`src/rtl/morse_pkg.sv`:
```
// Shared definitions for the Morse key sampling controller: FSM encoding,
// symbol codes used by the downstream input processor, and the drain length.
package morse_pkg;

  typedef enum logic [1:0] {
    ST_IDLE  = 2'd0,
    ST_RUN   = 2'd1,
    ST_DRAIN = 2'd2
  } state_t;

  typedef enum logic [1:0] {
    SYM_DOT   = 2'b00,
    SYM_DASH  = 2'b01,
    SYM_NONE  = 2'b10,
    SYM_SPACE = 2'b11
  } symbol_t;

  localparam int DRAIN_TICKS = 3;
  localparam int DRAIN_W     = 2;

  // A 1 sample breaks the silence run; zero samples count up and stick at 15.
  function automatic logic [3:0] zeroRunNext(input logic [3:0] cur, input logic bitIn);
    logic [3:0] nxt;
    if (bitIn) begin
      nxt = 4'd0;
    end else if (cur == 4'hF) begin
      nxt = 4'hF;
    end else begin
      nxt = cur + 4'd1;
    end
    return nxt;
  endfunction

endpackage

```
`src/rtl/morse_tick_gen.sv`:
```
// Unit divider: free-runs while 'run' is high and flags the last cycle of each
// Morse unit; loading half a unit centres the samples inside each key unit.
module morse_tick_gen #(
  parameter int TICK_DIV = 5_000_000
) (
  input  logic clk,
  input  logic rst,
  input  logic run,
  input  logic load_half,
  output logic tick
);

  localparam int CW = (TICK_DIV > 1) ? $clog2(TICK_DIV) : 1;
  localparam logic [CW-1:0] LAST = CW'(TICK_DIV - 1);
  localparam logic [CW-1:0] HALF = CW'(TICK_DIV / 2);

  logic [CW-1:0] r_count;

  always_ff @(posedge clk) begin
    if (rst) begin
      r_count <= '0;
    end else if (load_half) begin
      r_count <= HALF;
    end else if (!run) begin
      r_count <= '0;
    end else if (r_count == LAST) begin
      r_count <= '0;
    end else begin
      r_count <= r_count + 1'b1;
    end
  end

  // Combinational so the controller can register the strobe and the sampled bit together.
  assign tick = run && (r_count == LAST);

endmodule

```
`src/rtl/morse_sample_ctrl.sv`:
```
// Samples a debounced Morse key once per unit, marks word ends after a run of
// silent units, and drains with a short space when capture is disabled.
module morse_sample_ctrl
  import morse_pkg::*;
#(
  parameter int TICK_DIV   = 5_000_000,
  parameter int IDLE_UNITS = 7
) (
  input  logic clk,
  input  logic rst,
  input  logic key_in,
  input  logic enable,
  output logic sample_tick,
  output logic serial_out,
  output logic word_gap,
  output logic busy
);

  localparam logic [3:0]         GAP_COUNT = 4'(IDLE_UNITS);
  localparam logic [DRAIN_W-1:0] DRAIN_END = DRAIN_W'(DRAIN_TICKS);

  state_t             r_state;
  logic [3:0]         r_zeroRun;
  logic [DRAIN_W-1:0] r_drainCnt;
  logic               r_sampleTick;
  logic               r_serialOut;
  logic               r_wordGap;
  logic               r_busy;

  logic       w_tick;
  logic       w_run;
  logic       w_loadHalf;
  logic [3:0] w_zeroNext;
  logic       w_gapHit;

  assign w_run      = (r_state != ST_IDLE);
  assign w_loadHalf = (r_state == ST_IDLE) && enable && key_in;
  assign w_zeroNext = zeroRunNext(r_zeroRun, key_in);
  assign w_gapHit   = w_tick && (w_zeroNext == GAP_COUNT);

  morse_tick_gen #(
    .TICK_DIV (TICK_DIV)
  ) u_tickGen (
    .clk       (clk),
    .rst       (rst),
    .run       (w_run),
    .load_half (w_loadHalf),
    .tick      (w_tick)
  );

  // A word-gap tick holds the FSM in RUN for one more cycle, so it beats a coincident enable drop.
  always_ff @(posedge clk) begin
    if (rst) begin
      r_state      <= ST_IDLE;
      r_zeroRun    <= 4'd0;
      r_drainCnt   <= '0;
      r_sampleTick <= 1'b0;
      r_serialOut  <= 1'b0;
      r_wordGap    <= 1'b0;
      r_busy       <= 1'b0;
    end else begin
      r_sampleTick <= 1'b0;
      r_wordGap    <= 1'b0;
      case (r_state)
        ST_IDLE: begin
          r_serialOut <= 1'b0;
          r_zeroRun   <= 4'd0;
          r_drainCnt  <= '0;
          if (enable && key_in) begin
            r_state <= ST_RUN;
            r_busy  <= 1'b1;
          end
        end
        ST_RUN: begin
          if (r_wordGap) begin
            r_state     <= ST_IDLE;
            r_busy      <= 1'b0;
            r_serialOut <= 1'b0;
            r_zeroRun   <= 4'd0;
            r_drainCnt  <= '0;
          end else begin
            if (w_tick) begin
              r_sampleTick <= 1'b1;
              r_serialOut  <= key_in;
              r_zeroRun    <= w_zeroNext;
              r_wordGap    <= w_gapHit;
            end
            if (!enable && !w_gapHit) begin
              r_state <= ST_DRAIN;
            end
          end
        end
        ST_DRAIN: begin
          if (r_drainCnt == DRAIN_END) begin
            r_state     <= ST_IDLE;
            r_busy      <= 1'b0;
            r_serialOut <= 1'b0;
            r_zeroRun   <= 4'd0;
            r_drainCnt  <= '0;
          end else if (w_tick) begin
            r_sampleTick <= 1'b1;
            r_serialOut  <= 1'b0;
            r_drainCnt   <= r_drainCnt + 1'b1;
          end
        end
        default: begin
          r_state <= ST_IDLE;
          r_busy  <= 1'b0;
        end
      endcase
    end
  end

  assign sample_tick = r_sampleTick;
  assign serial_out  = r_serialOut;
  assign word_gap    = r_wordGap;
  assign busy        = r_busy;

endmodule

```
`config.mk`:
```
export PLATFORM = sky130hd
export DESIGN_NAME = morse_sample_ctrl
export DESIGN_NICKNAME = d
export VERILOG_FILES = /design/src/rtl/morse_pkg.sv /design/src/rtl/morse_tick_gen.sv /design/src/rtl/morse_sample_ctrl.sv
export SDC_FILE = /design/constraint.sdc
export NUM_CORES = 1
export LEC_CHECK = 0
export BUFFER_PORTS_ARGS = -buffer_cell sky130_fd_sc_hd__buf_2
export CAP_MARGIN = 20
export CELL_PAD_IN_SITES_DETAIL_PLACEMENT = 1
export CELL_PAD_IN_SITES_GLOBAL_PLACEMENT = 2
export CORE_ASPECT_RATIO = 0.75
export CORE_MARGIN = 5
export CORE_UTILIZATION = 39
export CTS_CLUSTER_SIZE = 28
export DETAILED_ROUTE_END_ITERATION = 16
export PLACE_DENSITY_LB_ADDON = 0.1
export SLEW_MARGIN = 40
export SYNTH_ARGS = -nofsm -noshare
export SYNTH_HDL_FRONTEND = slang
export SYNTH_SLANG_ARGS = --single-unit
```
`constraint.sdc`:
```
create_clock -name clk -period 5.2 [get_ports clk]
set_input_delay 0.78 -clock clk [delete_from_list [all_inputs] [get_ports clk]]
set_output_delay 0.78 -clock clk [all_outputs]
set_load 0.02 [all_outputs]
```
==> summary.md, run 1 <==
| Metric | Value |
|---|---|
| Run status | finished clean |
| DIE WIDTH | 92.4 um |
| CP max-delay cell | or4_1 |
| Wire per inst | 18.7 um |
| Syn nets | 244 |
| Tot GR Track Use | 18.0% |
| Max Cap Viol | 0 |
| Critical Path Sink Type | flop |
| Clock skew | 0.00642 ns |
| Die footprint | 0.00663 mm2 |
| HPWL after DPL | 4160 um |
| DP Worst Slack | 2.36 ns |
| Leak pwr | 0.666 nW |
| CTS tree | yes |
| Total Power | 0.000762 W |
| Hold Path Class | flop to flop |
| Critical Path Max Stage Delay | 0.69 ns |
| Power Density | 355 mW/mm2 |
| Nets | 247 |
| Share of layout cells above drive strength 1 | 8.86% |
| Synth Instances | 233 |
| Initial Utilization | 40.5% |
| Clk_lat worst skew | 0.28 ns |
| WL final | 5550 um |
| Crit Path Category | flop to flop |
| Largest net degree at the start of global routing | 23 |
| Total gr overflow | 0 |
| Via count | 1,856 |
| # diodes | 0 |
| Final setup vio count | 0 |
| DR top layer | met4 |
| CTS sink cnt | 35 |
| Final period util | 51.1% |
| Ys Warns | 0 |
| Row cnt | 22 |
| Avg Cell Area, Syn | 8.52 um2 |
| Met2 wire length | 2470 um |
| Reg clk slew, reported paths | 0.07 ns |
| Met1 Routed Length | 2790 um |
| Setup slack, reg-to-reg | 2.54 ns |
| TritonCTS buffer count | 5 |
| Post-CTS Setup Inserts | 0 |
| Fin. max-slew vios | 0 |
| Worst endpoint data arrival time | 2.81 ns |
| Clock tree buffer depth | 2 |
| First-pass GRT wire length | 9500 um |
| Yosys cell types | 50 |
| Met3 WL post-DR | 248 um |
| Die height | 71.8 um |
| Seq/Total Area, Yosys | 35.3% |
| Unrepaired setup endpoints after global routing | false |
| Area delta synth->final | 8.07% |
| Post-CTS Hold Fix Bufs | 0 |
| Drt pass-1 iters | 4 |
| Final Critical Period | 2.66 ns |
| CP max FO | 12 |
| Synth Cell Area | 0.00198 mm2 |
| Worst hold slack | 0.486 ns |
| DR iter-0 viols | 139 |
| CORE AREA | 0.00490 mm2 |
| IO buf count | 7 |
| Post-CTS sizing | 0 |
| Worst-Margin Slew | 0.785 ns |
| Final TNS setup | 0 ns |
| Max-slew headroom | 47.3% |
| Io pins | 8 |
| GP Congestion | 0.768 |
| Max Freq | 376 MHz |
| WP data required | 5.35 ns |
| Post-route antenna net violation count | 0 |
| Fin. Hold Viols | 0 |
| Vias per std cell | 6.25 |
| # DRC | 0 |
| Initial antenna violation count | 0 |
| CP cell instances | ha_1 > nand2_1 > or4_1 > o31ai_4 > buf_4 > a22oi_1 |
| Fillers | 600 |
| Via count of the first global-routing pass | 1,853 |
| Final WS setup | 2.54 ns |
| Root Driver | clkbuf_8 |
| CP Launch Type | flop |
| Peak supply drop | 0.000136 V |
| Synthesis-stage register bit count | 35 |
| H-Tree Depth | 2 |
registers in the layout, summed over array words and instances (netlist names):
register           count
busy                   1
r_drainCnt             2
r_state                2
r_zeroRun              4
sample_tick            1
serial_out             1
u_tickGen.r_count     23
word_gap               1
final cells by class:
| cell class | instances | area (um2) | share of cell area (%) |
|---|---|---|---|
| Clock buffer | 8 | 100 | 4.67 |
| Inverter | 9 | 33.8 | 1.58 |
| Multi-Input combinational cell | 177 | 1190 | 55.6 |
| Sequential cell | 35 | 701 | 32.7 |
| Tap cell | 60 | 75.1 | 3.50 |
| Timing Repair Buffer | 8 | 42.5 | 1.98 |
where the power goes:
part           leakage [nW]  internal [W]  switching (W)  total, W
combinational         0.331     0.0000810       0.000146  0.000227
clock                0.0515      0.000121      0.0000978  0.000219
sequential            0.283      0.000290      0.0000263  0.000316
total                 0.666      0.000492       0.000270  0.000762
routing by layer:
metal | vias to the layer above | GRT usage, %
li1 | 894 | -
met1 | 924 | 26.0
met2 | 34 | 27.2
met3 | 4 | 3.57
met4 | 0 | 4.78
met5 | - | 0
Yosys cell counts (all sizes together):
library cell / number / area [um2]
o21ba: 1 / 10.0
a2111oi: 1 / 8.76
dfxtp: 35 / 701
o211ai: 3 / 22.5
or4: 7 / 52.6
o31ai: 9 / 81.3
nor2: 20 / 75.1
mux2i: 3 / 30.0
nor2b: 4 / 25.0
o41a: 3 / 33.8
a311oi: 1 / 8.76
clkbuf: 8 / 30.0
xor2: 5 / 43.8
buf: 4 / 27.5
nand3: 15 / 75.1
nand4: 10 / 62.6
and3: 3 / 18.8
nand2b: 3 / 18.8
a22oi: 6 / 45.0
a31oi: 2 / 12.5
ha: 7 / 87.6
nand4b: 1 / 8.76
a221o: 1 / 10.0
or4b: 2 / 20.0
or2: 1 / 6.26
o311ai: 1 / 8.76
nor4b: 2 / 17.5
nor3: 5 / 25.0
and4: 3 / 26.3
nor4: 8 / 56.3
a32oi: 1 / 8.76
o41ai: 1 / 8.76
inv: 9 / 33.8
nand2: 10 / 37.5
a21bo: 1 / 10.0
and2: 1 / 6.26
a21oi: 10 / 50.1
a2111o: 1 / 11.3
nand3b: 1 / 7.51
a211oi: 3 / 22.5
or3: 3 / 18.8
o21ai: 10 / 50.0
or3b: 1 / 8.76
xnor2: 7 / 61.3
worst paths after layout:
path | from | end | depth (start not counted)
max | u_tickGen.r_count[0]$_SDFF_PP0_ | u_tickGen.r_count[21]$_SDFF_PP0_ | 6
min | r_drainCnt[1]$_SDFFE_PP0P_ | r_drainCnt[1]$_SDFFE_PP0P_ | 2
max reg2reg | u_tickGen.r_count[0]$_SDFF_PP0_ | u_tickGen.r_count[21]$_SDFF_PP0_ | 6
min reg2reg | r_drainCnt[1]$_SDFFE_PP0P_ | r_drainCnt[1]$_SDFFE_PP0P_ | 2
logic make-up after synthesis:
group           after synthesis  share of synthesized area, %
simple gates                100                          28.6
compound gates               55                          20.3
flops                        35                          35.3
buf+inv                      21                          4.60
xor+xnor                     12                          5.30
fa+ha+maj                     7                          4.41
mux                           3                          1.51
layout by cell type (no fill, tap or decap), drive strengths merged, types with 4 or more instances in the layout:
master	Yosys	routed
ha	7	7
or4	7	7
o31ai	9	9
nand2	10	10
nor2	20	20
o21ai	10	10
xnor2	7	7
a21oi	10	10
a22oi	6	6
xor2	5	5
clkbuf	8	8
inv	9	9
nor4	8	8
dfxtp	35	35
nand4	10	10
nor2b	4	4
nand3	15	15
buf	4	8
nor3	5	5
stage by stage:
step / utilization [%] / std cells / cell area (um2)
after floorplan: - / 233 / 1980
after global placement: 41.6 / 288 / 2040
after detailed placement: 41.6 / 288 / 2040
after CTS: 43.6 / 296 / 2140
after global routing: 43.8 / 297 / 2140
final: 43.8 / 297 / 2140
worst max-delay path, delay by kind of cell, from the launching register on:
kind	cells	cell delay, ns
simple gates	2	0.88
compound gates	2	0.59
flops	1	0.44
fa+ha+maj	1	0.33
buf+inv	1	0.29
Note: power is estimated with default switching activity, not from simulation.
==> run 2, diff against run 1 <==
--- a/config.mk
+++ b/config.mk
@@ -11,7 +11,7 @@
 export CELL_PAD_IN_SITES_GLOBAL_PLACEMENT = 2
 export CORE_ASPECT_RATIO = 0.75
 export CORE_MARGIN = 5
-export CORE_UTILIZATION = 39
+export CORE_UTILIZATION = 34
 export CTS_CLUSTER_SIZE = 28
 export DETAILED_ROUTE_END_ITERATION = 16
 export PLACE_DENSITY_LB_ADDON = 0.1
==> constraint.sdc (replaced) <==
create_clock -name clk -period 2.3 [get_ports clk]
set_input_delay 0.345 -clock clk [delete_from_list [all_inputs] [get_ports clk]]
set_output_delay 0.345 -clock clk [all_outputs]
set_load 0.02 [all_outputs]
==> run 2 against run 1 <==
- final cell count is 9.8% higher
- non-clock buffer count is 11 higher
- sequential power is 120% higher
- maximum frequency is 23% higher
- clock skew is 0.0012 ns lower
- setup slack worse by 2.4 ns
- via count is 0.22% higher
- clock-buffer cell count stayed put
- sequential share of layout area is 1.7 points lower
- critical path depth is 1 lower
- core utilization is 4.3 points lower
- critical path type unchanged
- highest routed layer unchanged
==> summary.md, run 2 (same netlist as run 1, synthesis figures left out) <==
| Metric | Value |
|---|---|
| Run status | finished clean |
| Post-CTS Hold Fix Bufs | 0 (unchanged) |
| Worst R2R Path Depth | 5 (-1) |
| Fin. max-slew vios | 0 (unchanged) |
| Fin. Hold Viols | 0 (unchanged) |
| Share of layout cells above drive strength 1 | 12.9% (+4.0 points) |
| Final period util | 93.9% (+43 points) |
| # DRC | 0 (unchanged) |
| Total gr overflow | 0 (unchanged) |
| Max Freq | 463 MHz (+23%) |
| Hold Path Class | input port to flop |
| Reg clk slew, reported paths | 0.07 ns (about the same) |
| TritonCTS buffer count | 5 (unchanged) |
| First-pass GRT wire length | 9630 um (+1.3%) |
| Max reg flops | 23 (unchanged) |
| Worst hold stages | 3 (+1) |
| WP data required | 2.46 ns (-2.89 ns) |
| GP Congestion | 0.892 (+16%) |
| CORE AREA | 0.00574 mm2 (+17%) |
| DR iter-0 viols | 90 (-35%) |
| Initial Utilization | 34.6% (-5.9 points) |
| Post-route antenna net violation count | 0 (unchanged) |
| Area delta synth->final | 14.0% |
| Most common cell after layout, fill and taps aside | dfxtp_1 |
| CP max FO | 5 (-7) |
| Post-CTS Setup Inserts | 0 (unchanged) |
| Tot GR Track Use | 15.6% (-2.4 points) |
| Non-filler cells, final | 326 (+9.8%) |
| Root Driver | clkbuf_8 |
| Clock tree buffer depth | 2 (unchanged) |
| Final TNS setup | 0 ns (unchanged) |
| Via count | 1,860 (+0.22%) |
| WL final | 5600 um (+0.85%) |
| Worst endpoint data arrival time | 2.32 ns (-0.49 ns) |
| Crit Path Category | flop to flop |
| Power Density | 775 mW/mm2 (+120%) |
| Post-Place Cells | 318 (+10%) |
| Nets | 258 (+4.5%) |
| Drt pass-1 iters | 4 (unchanged) |
| Vias per std cell | 5.71 (-8.7%) |
| Most frequent cells in the layout | dfxtp_1, nor2_1, nand3_1, buf_4 |
| Clock skew | 0.00521 ns (-0.00121 ns) |
| Post-CTS sizing | 0 (unchanged) |
| CP Launch Type | flop |
| Max Cap Viol | 0 (unchanged) |
| Clk_lat worst skew | 0.28 ns (about the same) |
| CTS sink cnt | 35 (unchanged) |
| Wire per inst | 17.2 um (-8.1%) |
| Initial antenna violation count | 0 (unchanged) |
| IO buf count | 7 (unchanged) |
| Worst-Margin Slew | 0.566 ns (-0.218 ns) |
| Peak supply drop | 0.000388 V (+190%) |
| Max-slew headroom | 62.2% (+15 points) |
| H-Tree Depth | 2 (unchanged) |
| Die height | 76.2 um (+6.1%) |
| Most flops, register | u_tickGen.r_count |
| Die footprint | 0.00748 mm2 (+13%) |
| Fillers | 692 (+15%) |
| Top Registers | u_tickGen.r_count: 23 flops, r_zeroRun: 4 flops |
| DIE WIDTH | 98.2 um (+6.3%) |
| Io pins | 8 (unchanged) |
| # diodes | 0 (unchanged) |
| HPWL after DPL | 4270 um (+2.6%) |
| Critical Path Sink Type | flop |
| Largest net degree at the start of global routing | 23 (unchanged) |
| Leak pwr | 0.727 nW (+9.3%) |
| Final setup vio count | 0 (unchanged) |
| Total Power | 0.00175 W (+130%) |
| Row cnt | 24 (+9.1%) |
| CTS tree | yes |
| Via count of the first global-routing pass | 1,937 (+4.5%) |
| Final Critical Period | 2.16 ns (-0.497 ns) |
| Unrepaired setup endpoints after global routing | false |
[run 2: changes by cell type in the layout (fill, tap and decap cells not counted), sizes merged]
cell and change:
buf +11
[run 2: layer usage]
metal / global-route usage (%) / part of all wire [%] / up-vias
li1: - / - / 913
met1: 22.5 / 53 / 919
met2: 23.6 / 43 / 21
met3: 3.39 / 2.4 / 7
met4: 3.82 / 1.1 / 0
met5: 0 / 0 / -
[run 2: path summary, 6_finish.rpt]
kind | startpoint | endpoint | slack [ns]
min | enable | busy$_SDFFE_PP0P_ | 0.42
max reg2reg | u_tickGen.r_count[13]$_SDFF_PP0_ | r_zeroRun[1]$_SDFFE_PP0P_ | 0.14
min reg2reg | r_drainCnt[1]$_SDFFE_PP0P_ | r_drainCnt[1]$_SDFFE_PP0P_ | 0.49
max | u_tickGen.r_count[13]$_SDFF_PP0_ | r_zeroRun[1]$_SDFFE_PP0P_ | 0.14
[run 2: cell type report]
cell class	count	area (um2)	share of cell area [%]
clock buffer	8	100	4.42
inverter	9	33.8	1.49
multi-input combinational	177	1190	52.7
sequential	35	701	31.0
tap	78	97.6	4.31
timing repair buffer	19	138	6.08
[run 2: worst max-delay path, cell delays in order (launching register included)]
cell	delay, ns
dfxtp_1	0.33
or4b_1	0.58
or4_1	0.57
buf_4	0.19
nor4b_1	0.29
nor3_1	0.07
[run 2: report_power, final]
| part | total [W] | switching (W) | internal, W |
|---|---|---|---|
| logic | 0.000562 | 0.000350 | 0.000212 |
| clock network | 0.000490 | 0.000217 | 0.000273 |
| registers | 0.000702 | 0.0000461 | 0.000656 |
[run 2: through the flow]
| step | util [%] | setup WS (ns) | hold WS (ns) | cell area (um2) |
|---|---|---|---|---|
| after floorplan | - | 0.200 | 0.444 | 1980 |
| after global placement | 37.7 | 0.193 | 0.459 | 2160 |
| after detailed placement | 37.7 | 0.155 | 0.482 | 2160 |
| after CTS | 39.4 | 0.135 | 0.419 | 2260 |
| after global routing | 39.4 | 0.0318 | 0.433 | 2260 |
| final | 39.4 | 0.140 | 0.418 | 2260 |
==> run 3, diff against run 2 <==
--- a/config.mk
+++ b/config.mk
@@ -5,13 +5,14 @@
 export SDC_FILE = /design/constraint.sdc
 export NUM_CORES = 1
 export LEC_CHECK = 0
+export ABC_AREA = 1
 export BUFFER_PORTS_ARGS = -buffer_cell sky130_fd_sc_hd__buf_2
 export CAP_MARGIN = 20
 export CELL_PAD_IN_SITES_DETAIL_PLACEMENT = 1
 export CELL_PAD_IN_SITES_GLOBAL_PLACEMENT = 2
 export CORE_ASPECT_RATIO = 0.75
 export CORE_MARGIN = 5
-export CORE_UTILIZATION = 34
+export CORE_UTILIZATION = 31
 export CTS_CLUSTER_SIZE = 28
 export DETAILED_ROUTE_END_ITERATION = 16
 export PLACE_DENSITY_LB_ADDON = 0.1
==> run 3 against run 2 <==
- synthesized area increased by 2.1%
- critical path depth increased by 4
- combinational power increased by 25%
- critical endpoint is now r_state[0]$_SDFFE_PP0P_
- non-clock buffer count decreased by 11
- critical path type unchanged
- wire length decreased by 3.0%
- final cell count increased by 19%
- core utilization decreased by 4.0 points
==> summary.md, run 3 <==
| Metric | Value |
|---|---|
| Wire per inst | 14.0 um (-19%) |
| DR iter-0 viols | 70 (-22%) |
| Area delta synth->final | 10.4% |
| Run status | finished clean |
| Final TNS setup | 0 ns (unchanged) |
| Utilization after layout | 35.4% (-4.0 points) |
| Critical hold path startpoint | rst |
| Peak supply drop | 0.000369 V (-4.9%) |
| Initial antenna violation count | 0 (unchanged) |
| Syn nets | 306 (+25%) |
| Die height | 80.0 um (+5.0%) |
| Post-CTS Hold Fix Bufs | 0 (unchanged) |
| # DRC | 0 (unchanged) |
| Drt pass-1 iters | 4 (unchanged) |
| WP data required | 2.48 ns (+0.02 ns) |
| HPWL after DPL | 4390 um (+2.8%) |
| Io pins | 8 (unchanged) |
| Synth area leader | dfxtp_1 |
| Max reg flops | 23 (unchanged) |
| Max Freq | 564 MHz (+22%) |
| Synth Instances | 295 (+27%) |
| Final setup vio count | 0 (unchanged) |
| Row cnt | 25 (+4.2%) |
| Fillers | 821 (+19%) |
| CP max FO | 6 (+1) |
| TritonCTS buffer count | 5 (unchanged) |
| H-Tree Depth | 2 (unchanged) |
| Post-route antenna net violation count | 0 (unchanged) |
| Worst-Margin Slew | 0.368 ns (-0.198 ns) |
| CTS sink cnt | 35 (unchanged) |
| First-pass GRT wire length | 9350 um (-2.9%) |
| Die footprint | 0.00827 mm2 (+11%) |
| Via count | 1,815 (-2.4%) |
| Tot GR Track Use | 14.6% (-1.0 points) |
| Most frequent cell after synthesis | nand2_1 |
| Top Registers | u_tickGen.r_count: 23 flops, r_zeroRun: 4 flops |
| Total Power | 0.00194 W (+11%) |
| Yosys cell types | 32 (-36%) |
| Post-synth EDFFs | 0 (unchanged) |
| Synthesis-stage register bit count | 35 (unchanged) |
| Synth Cell Area | 0.00203 mm2 (+2.1%) |
| Fin. max-slew vios | 0 (unchanged) |
| Most frequent cells in the layout | nand2_1, nor2_1, inv_1, dfxtp_1, nand3_1 |
| Reg clk slew, reported paths | 0.08 ns (about the same) |
| Clk_lat worst skew | 0.28 ns (about the same) |
| Post-CTS Setup Inserts | 0 (unchanged) |
| Post-CTS sizing | 0 (unchanged) |
| Power Density | 867 mW/mm2 (+12%) |
| Largest net degree at the start of global routing | 12 (-48%) |
| Asr flop ratio synth | 0% (unchanged) |
| Crit Path Category | flop to flop |
| Share of layout cells above drive strength 1 | 15.3% (+2.4 points) |
| CTS tree | yes |
| Final period util | 77.0% (-17 points) |
| Fin. Hold Viols | 0 (unchanged) |
| Ys Warns | 0 (unchanged) |
| # diodes | 0 (unchanged) |
| Via count of the first global-routing pass | 1,790 (-7.6%) |
| Final Critical Period | 1.77 ns (-0.389 ns) |
| Top cell types by occurrence after synthesis | nand2_1, nor2_1, inv_1 |
| Synth top area cells | dfxtp_1, nand2_1, nor2_1 |
| Seq/Total Area, Yosys | 34.6% (-0.72 points) |
| Worst endpoint data arrival time | 1.95 ns (-0.37 ns) |
| WL final | 5430 um (-3.0%) |
| Vias per std cell | 4.67 (-18%) |
| Top cell type's share of synthesized area | 34.6% (-0.72 points) |
| DIE WIDTH | 103 um (+5.2%) |
| Max-slew headroom | 75.4% (+13 points) |
| Leak pwr | 0.916 nW (+26%) |
| CP Launch Type | flop |
| Initial Utilization | 32.1% (-2.5 points) |
| Clock tree buffer depth | 2 (unchanged) |
| CP Launch Point | r_state[1]$_SDFFE_PP0P_ |
| Nets | 318 (+23%) |
| Unrepaired setup endpoints after global routing | false |
| Max Cap Viol | 0 (unchanged) |
| Most common cell after layout, fill and taps aside | nand2_1 |
| Clock skew | 0.00462 ns (-0.000590 ns) |
| Avg Cell Area, Syn | 6.87 um2 (-19%) |
| GP Congestion | 0.784 (-12%) |
| Critical Path Sink Type | flop |
| IO buf count | 7 (unchanged) |
| Root Driver | clkbuf_8 |
| Most flops, register | u_tickGen.r_count |
| Ys flop type | dfxtp_1 |
| CORE AREA | 0.00632 mm2 (+10%) |
| Worst r2r src | r_state[1]$_SDFFE_PP0P_ |
| Total gr overflow | 0 (unchanged) |
| Hold Path Class | input port to flop |
==> run 3: changes by cell type after synthesis, sizes merged, moves of 8 or more <==
cell	change
nand3	+8
nand2	+62
nor4	-8
nor2	+34
inv	+31
o31ai	-8
==> run 3: worst paths after layout <==
| path | endpoint | slack, ns | depth (start not counted) |
|---|---|---|---|
| worst max-delay path | r_state[0]$_SDFFE_PP0P_ | 0.53 | 9 |
| worst min-delay path | r_zeroRun[2]$_SDFFE_PP0P_ | 0.36 | 2 |
| worst max register to register | r_state[0]$_SDFFE_PP0P_ | 0.53 | 9 |
| worst min register to register | u_tickGen.r_count[0]$_SDFF_PP0_ | 0.46 | 1 |
==> run 3: final cells by class <==
class / count / area, um2 / share of cell area (%)
Timing Repair Buffer: 8 / 42.5 / 1.90
Tap cell: 81 / 101 / 4.53
Clock inverter: 3 / 15.0 / 0.671
Sequential cell: 35 / 701 / 31.3
Inverter: 41 / 154 / 6.88
Clock buffer: 5 / 68.8 / 3.08
Multi-Input combinational cell: 216 / 1150 / 51.6
==> run 3: stage by stage <==
step	setup slack, ns	hold WS, ns	cells	area (um2)
2_1_floorplan	0.806	0.429	295	2030
3_3_place_gp	0.550	0.440	381	2150
3_5_place_dp	0.541	0.448	381	2150
4_1_cts	0.519	0.361	389	2240
5_1_grt	0.299	0.367	389	2240
6_report	0.528	0.359	389	2240
==> run 3: kinds of logic after synthesis <==
kind of cell / share of synthesized area, %
compound gates: 7.35
flops: 34.6
xor+xnor: 3.03
simple gates: 42.3
fa+ha+maj: 4.32
buf+inv: 8.40
==> run 3: where the power goes <==
group,switching [W],internal (W),leakage [nW]
logic,0.000481,0.000222,0.584
registers,0.0000907,0.000697,0.284
clock network,0.000241,0.000208,0.0477
total,0.000813,0.00113,0.916
==> run 3: critical path, stage by stage (launching register included) <==
cell     delay [ns]
dfxtp_1        0.37
inv_1          0.10
ha_1           0.20
inv_1          0.05
or2_0          0.29
inv_1          0.18
a21oi_1        0.27
nand3_1        0.11
nand2_1        0.07
nor2_1         0.04
==> run 3: per-layer routing <==
layer  track usage (%)  vias to the layer above  share of wire [%]  wire, um
met5                 0                        -                  0         0
met4              2.33                        0               0.18        10
met3              3.14                        4                3.5       192
met2              17.7                       22                 35      1910
met1              24.9                      826                 61      3310
li1                  -                      963                  -         -
